$ cat src/rtl/psum_ofifo.sv
// Output-side psum collector: one FIFO per array column absorbs the skewed drain,
// and a full de-skewed row is popped from all columns at once.
module psum_ofifo #(
   parameter int psum_bw   = 16,
   parameter int col       = 8,
   parameter int depth_log = 4
) (
   input  logic                   clk,
   input  logic                   reset,
   input  logic [psum_bw*col-1:0] in,
   input  logic [col-1:0]         wr,
   input  logic                   rd,
   output logic [psum_bw*col-1:0] out,
   output logic                   o_valid,
   output logic                   o_full,
   output logic                   o_ready,
   output logic [col-1:0]         o_overflow
);

   localparam int depth = 1 << depth_log;
   localparam logic [depth_log:0] ptr_one = {{depth_log{1'b0}}, 1'b1};

   logic [psum_bw-1:0]     mem_q [col][depth];
   logic [depth_log:0]     wptr_q [col];
   logic [depth_log:0]     wptr_d [col];
   logic [depth_log:0]     rptr_q [col];
   logic [depth_log:0]     rptr_d [col];
   logic [psum_bw*col-1:0] out_q, out_d;
   logic [col-1:0]         ovf_q, ovf_d;
   logic [col-1:0]         empty_s, full_s, wr_acc_s;
   logic                   valid_s, rd_acc_s;

   // Per-column status and write/read acceptance from the registered pointers
   always_comb begin
      empty_s  = '0;
      full_s   = '0;
      wr_acc_s = '0;
      for (int c = 0; c < col; c++) begin
         empty_s[c]  = (wptr_q[c] == rptr_q[c]);
         full_s[c]   = (wptr_q[c][depth_log-1:0] == rptr_q[c][depth_log-1:0]) &&
                       (wptr_q[c][depth_log] != rptr_q[c][depth_log]);
         wr_acc_s[c] = wr[c] && !full_s[c];
      end
      valid_s  = &(~empty_s);
      rd_acc_s = rd && valid_s;
   end

   // Next-state pointers, output row and sticky overflow flags
   always_comb begin
      out_d = out_q;
      ovf_d = ovf_q;
      for (int c = 0; c < col; c++) begin
         wptr_d[c] = wptr_q[c];
         rptr_d[c] = rptr_q[c];
         if (wr_acc_s[c]) begin
            wptr_d[c] = wptr_q[c] + ptr_one;
         end else begin
            wptr_d[c] = wptr_q[c];
         end
         // Columns are popped only as a whole row so they stay aligned
         if (rd_acc_s) begin
            rptr_d[c] = rptr_q[c] + ptr_one;
            out_d[c*psum_bw +: psum_bw] = mem_q[c][rptr_q[c][depth_log-1:0]];
         end else begin
            rptr_d[c] = rptr_q[c];
         end
         ovf_d[c] = ovf_q[c] | (wr[c] & full_s[c]);
      end
   end

   // Control state register with synchronous reset
   always_ff @(posedge clk) begin
      if (reset) begin
         for (int c = 0; c < col; c++) begin
            wptr_q[c] <= '0;
            rptr_q[c] <= '0;
         end
         out_q <= '0;
         ovf_q <= '0;
      end else begin
         for (int c = 0; c < col; c++) begin
            wptr_q[c] <= wptr_d[c];
            rptr_q[c] <= rptr_d[c];
         end
         out_q <= out_d;
         ovf_q <= ovf_d;
      end
   end

   // Storage is not reset; pointer reset makes old entries unreachable
   always_ff @(posedge clk) begin
      for (int c = 0; c < col; c++) begin
         if (!reset && wr_acc_s[c]) begin
            mem_q[c][wptr_q[c][depth_log-1:0]] <= in[c*psum_bw +: psum_bw];
         end
      end
   end

   assign out        = out_q;
   assign o_valid    = valid_s;
   assign o_full     = |full_s;
   assign o_ready    = ~(|full_s);
   assign o_overflow = ovf_q;

endmodule

$ cat config.mk
export PLATFORM = sky130hd
export DESIGN_NAME = psum_ofifo
export DESIGN_NICKNAME = d
export VERILOG_FILES = /design/src/rtl/psum_ofifo.sv
export SDC_FILE = /design/constraint.sdc
export NUM_CORES = 2
export LEC_CHECK = 0
export BUFFER_PORTS_ARGS = -buffer_cell sky130_fd_sc_hd__buf_2
export CORE_ASPECT_RATIO = 0.75
export CORE_MARGIN = 2
export CORE_UTILIZATION = 45
export DETAILED_ROUTE_END_ITERATION = 12
export GPL_TIMING_DRIVEN = 0
export MAX_ROUTING_LAYER = met4
export PLACE_DENSITY = 0.59
export SYNTH_ARGS = -nofsm -noshare
export SYNTH_HDL_FRONTEND = slang
export SYNTH_SLANG_ARGS = --single-unit
$ cat constraint.sdc
create_clock -name clk -period 3 [get_ports clk]
set_input_delay 0.15 -clock clk [delete_from_list [all_inputs] [get_ports clk]]
set_output_delay 0.15 -clock clk [all_outputs]
set_load 0.02 [all_outputs]
### Yosys cells after proc, flatten, opt, wreduce, memory -nomap -nowiden

Memory sizes are Yosys's and may differ from the RTL's.
Index checks and enable logic that the tools add are counted.

| storage, ports and cells | value |
|---|---|
| RAM bits | 2,128 |
| memories kept | 3 |
| output and inout port bits | 139 |
| ROM bits | 0 |
| logic and storage cells | 254 |
| input port bits | 139 |
| latch bits | 0 |
| register bits after elaboration | 136 |

| operators by class | value |
|---|---|
| eq/ne operators | 24 |
| add/subtract/negate cells | 16 |
| order comparisons | 24 |
| reductions and logical operators | 44 |
| muxes and demuxes | 91 |
| bitwise gates (word level) | 50 |
| div/mod/pow operators | 0 |
| multipliers | 0 |
| shifts and indexed selects | 0 |

Memories:

| name | words | bits a word | read ports | clocked after Yosys merged registers in | wr ports | RTL line | RTL |
|---|---|---|---|---|---|---|---|
| mem_q | 8 | 256 | 8 | 0 | 8 | 23 | `logic [psum_bw-1:0] mem_q [col][depth];` |
| rptr_q | 8 | 5 | 8 | 0 | 8 | 26 | `logic [depth_log:0] rptr_q [col];` |
| wptr_q | 8 | 5 | 8 | 0 | 8 | 24 | `logic [depth_log:0] wptr_q [col];` |

Operator list:

| kind | number |
|---|---|
| $mux 256 | 8 |
| $bmux 16 s4 | 8 |
| $demux 16 s4 | 8 |
| $mux 16 | 24 |
| $mux 5 | 32 |
| $add 5x1->5 const B | 16 |
| $ge 5x5->1 const B | 16 |
| $not 4->5 | 16 |
| $eq 5x5->1 | 8 |
| $lt 5x1->1 const B | 8 |
| $logic_and 1x1->1 | 33 |
| $eq 4x4->1 | 8 |
| $or 1x1->1 | 24 |
| $mux 1 | 11 |
| $logic_not 1->1 | 9 |
| $and 1x1->1 | 8 |
| $ne 1x1->1 | 8 |
| $not 8->8 | 1 |
| $reduce_and 8->1 | 1 |
| $reduce_or 8->1 | 1 |
| $not 1->1 | 1 |

### Logic depth before layout (Yosys ltp)

| depth | value |
|---|---|
| word-level depth | 7 |
| gate-level depth with buffers | 11 |
| mapped depth without buffers | 7 |

### Least setup slack after synthesis

Ideal clock, no wire load.

| timing | value |
|---|---|
| path type | register to register |
| start | memory rptr_q[1][10] (netlist bit) |
| end | memory mem_q[1][704] (netlist bit), enable pin |
| setup time | 0.409 ns |
| required time | 2.591 ns |
| setup slack | 0.273 ns |
| clock period less this slack | 2.727 ns |
| stages on the path, launching flop included | 8 |
| buffers on the path | 1 |
| data arrival time | 2.318 ns |
| cell sequence | dfxtp_1 -> clkbuf_1 -> xnor2_1 -> nand4_1 -> o21ai_1 -> nor2_1 -> nand2_1 -> nor3_1 |

RTL lines:

| item | RTL line |
|---|---|
| from (decl) | 26 |
| to (decl) | 23 |

==> summary.md <==
| Metric | Value |
|---|---|
| Area contributors post-synth | `edfxtp_1 (71%), mux4_2 (17%), dfxtp_1 (5.0%)` |
| Max cap viols | `0` |
| Final setup viols | `0` |
| GRT Total Usage | `23.8%` |
| Core area | `0.192 mm²` |
| Power per cell area | `611 mW/mm²` |
| Worst-margin pin slew | `1450 ps` |
| Nets | `5107` |
| Worst hold endpoint | `o_overflow[2]` |
| Worst hold path depth | `4` |
| CP startpoint kind | `flop` |
| Area grow syn2layout | `18.4%` |
| Max transition margin | `3.13%` |
| Largest net degree at the start of global routing | `17` |
| Startpoint of the worst hold path | `wr[2]` |
| FP Rows | `139` |
| Fin. Hold Viols | `0` |
| Most frequent cells in the layout | `edfxtp_1 (2048), mux4_2 (640), buf_2 (304)` |
| R2R Path Start | `wptr_q[1][13]` |
| DRC Markers | `0` |
| Vias per cell | `5.80` |
| R2r setup slk | `120 ps` |
| Final Core Density | `53.7%` |
| Most common cell after layout, fill and taps aside | `edfxtp_1` |
| Status | `complete, no violations` |
| Final Wtd Congestion | `0.820` |
| CTS clock-pin slew for the worst setup and hold paths | `70 ps` |
| Iter 0 DRT Violations | `5307` |
| Gr ovfl total | `0` |
| Post-Place Setup Slack | `-1080 ps` |
| Share of cells above drive strength 1 | `32.3%` |
| Clock Sink Count | `2264` |
| Leakage power | `0.0319 µW` |
| Post-Place Cells | `7109` |
| Synthesized area per cell | `20.9 µm²` |
| Initial Utilization | `45.3%` |
| Crit path kind | `reg2out` |
| I/O Pins | `278` |
| Clk Latency, worst-skew pair | `840 ps` |
| Post-Layout Cell Count | `7667` |
| M1 WL | `99800 µm` |
| CP Capture Type | `output port` |
| Max Slew Vio Count | `0` |
| Syn Nets | `4343` |
| Vias | `44435` |
| R2r endpoint | `out[32]` |
| Critical path peak fanout | `2` |
| CTS Root Cell | `clkbuf_16` |
| Final WL | `227000 µm` |
| Longest Clk Path Bufs | `3` |
| CP required | `2850 ps` |
| Port bufs | `275` |
| Hold Path Class | `in2reg` |
| Tot Pwr | `62800 µW` |
| F_max | `345 MHz` |
| Initial antenna violation count | `28` |
| Met2 wire len | `102000 µm` |
| Reg2Reg Depth | `13` |
| Mapped Cells | `4164` |
| WL/cell | `29.6 µm` |
| Top cell type's share of synthesized area | `70.8%` |
| Post-Syn Area | `0.0869 mm²` |
| CTS tree | `built` |
| DR WL met3 | `18900 µm` |
| CTS Buf Count | `211` |
| Die W | `511 µm` |
| Count of warnings emitted by yosys | `0` |
| Worst Path Arrival | `2750 ps` |
| Routed Antenna Nets | `0` |
| Vias in the first global route | `44304` |
| DP HPWL | `154000 µm` |
| # H-tree levels | `4` |
| Seq cells post-synth | `2264` |
| Final worst slack | `101 ps` |
| Fin crit period | `2900 ps` |
| Final worst path period share | `96.6%` |
| First-pass GRT wire length | `324000 µm` |
| Clock Skew | `33.5 ps` |
| Die ar. | `0.197 mm²` |
| Die height | `384 µm` |
| DR top layer | `met4` |
| Drt pass-1 iters | `5` |
| Worst vdd ir | `0.668 mV` |
| Synth cell types | `31` |
| Area leader, netlist | `edfxtp_1` |
| Post-synthesis sequential area ratio | `75.8%` |
-- worst max-delay path, stage by stage (launching register included) --
cell and delay, ps:
dfxtp_1 310, buf_6 110, xnor2_1 110, nand4_1 110, buf_6 140, buf_4 130
nor2_4 50, or4_4 550, nor2_4 210, buf_2 200
-- per-layer routing --
layer  vias up  global-route usage (%)
met5         -                       -
met4         0                    6.83
met3       339                    5.25
met2      1764                    34.4
met1     23538                    34.3
li1      18794                       -
-- registers in the layout, summed over array words and instances (netlist names) --
signal      flops
mem_q        2048
rptr_q         40
out           128
wptr_q         40
o_overflow      8
-- final cells by class --
cell class / count / area (µm²)
sequential: 2264 / 65900
clock inverter: 119 / 1040
timing repair buffer: 558 / 5380
tap: 2538 / 3180
antenna: 23 / 57.6
multi-input combinational: 1614 / 20200
fill: 14806 / 88800
buffer: 245 / 1190
inverter: 34 / 130
clock buffer: 272 / 5790
-- worst max path at each step --
stage	startpoint	to	cells after the start
6_report	wptr_q[1][13]	o_ready	9
5_1_grt	rptr_q[1][10]	out[100]	5
3_5_place_dp	rptr_q[1][5]	rptr_q[1][6]	10
2_1_floorplan	rptr_q[1][10]	mem_q[1][704]	7
3_3_place_gp	rptr_q[1][10]	mem_q[1][745]	7
4_1_cts	rptr_q[0][1]	out[3]	6
-- power breakdown --
group          switching (µW)  internal (µW)  leakage (µW)
clock network           11700          14800       0.00336
logic                    1100            543       0.00830
registers                72.3          34600        0.0202
total                   12900          49900        0.0319
-- cell families after synthesis --
logic type	after synthesis	share of synthesized area (%)
and+or+nand+nor	476	2.66
xor gates and xnor gates	73	0.736
adders and majority gates	40	0.576
buffers and inverters	286	1.39
muxes	642	16.6
AOI/OAI and AO/OA	383	2.24
DFF	2264	75.8
-- Yosys cell counts, drive strengths merged --
cell     count
edfxtp    2048
mux4       640
dfxtp      216
a21oi      189
clkbuf     184
o21ai      183
nor2       179
nand3      143
buf         68
xnor2       58
or3         53
ha          40
inv         34
nand2b      30
nand2       26
nand4       24
xor2        15
or4         10
o2111ai      7
nor2b        6
nor3         5
o22ai        4
mux2i        2
-- through the flow --
step	hold slack [ps]	TNS (ps)	area, µm²
2_1_floorplan	249	0	86900
3_3_place_gp	401	-1180740	91400
3_5_place_dp	408	-69060	94300
4_1_cts	165	0	103000
5_1_grt	200	-0.781	103000
6_report	229	0	103000
-- timing repair --
| action | in CTS | in global routing |
|---|---|---|
| endpoints found under the setup margin | 149 | 55 |
| gates resized for setup | 83 | 40 |
| pin swaps | 10 | 7 |
| hold buffers | 137 | 0 |
| buffers inserted | 12 | 2 |
| endpoints found under the hold margin | 2097 | 0 |
(Power assumes the default switching activity.)
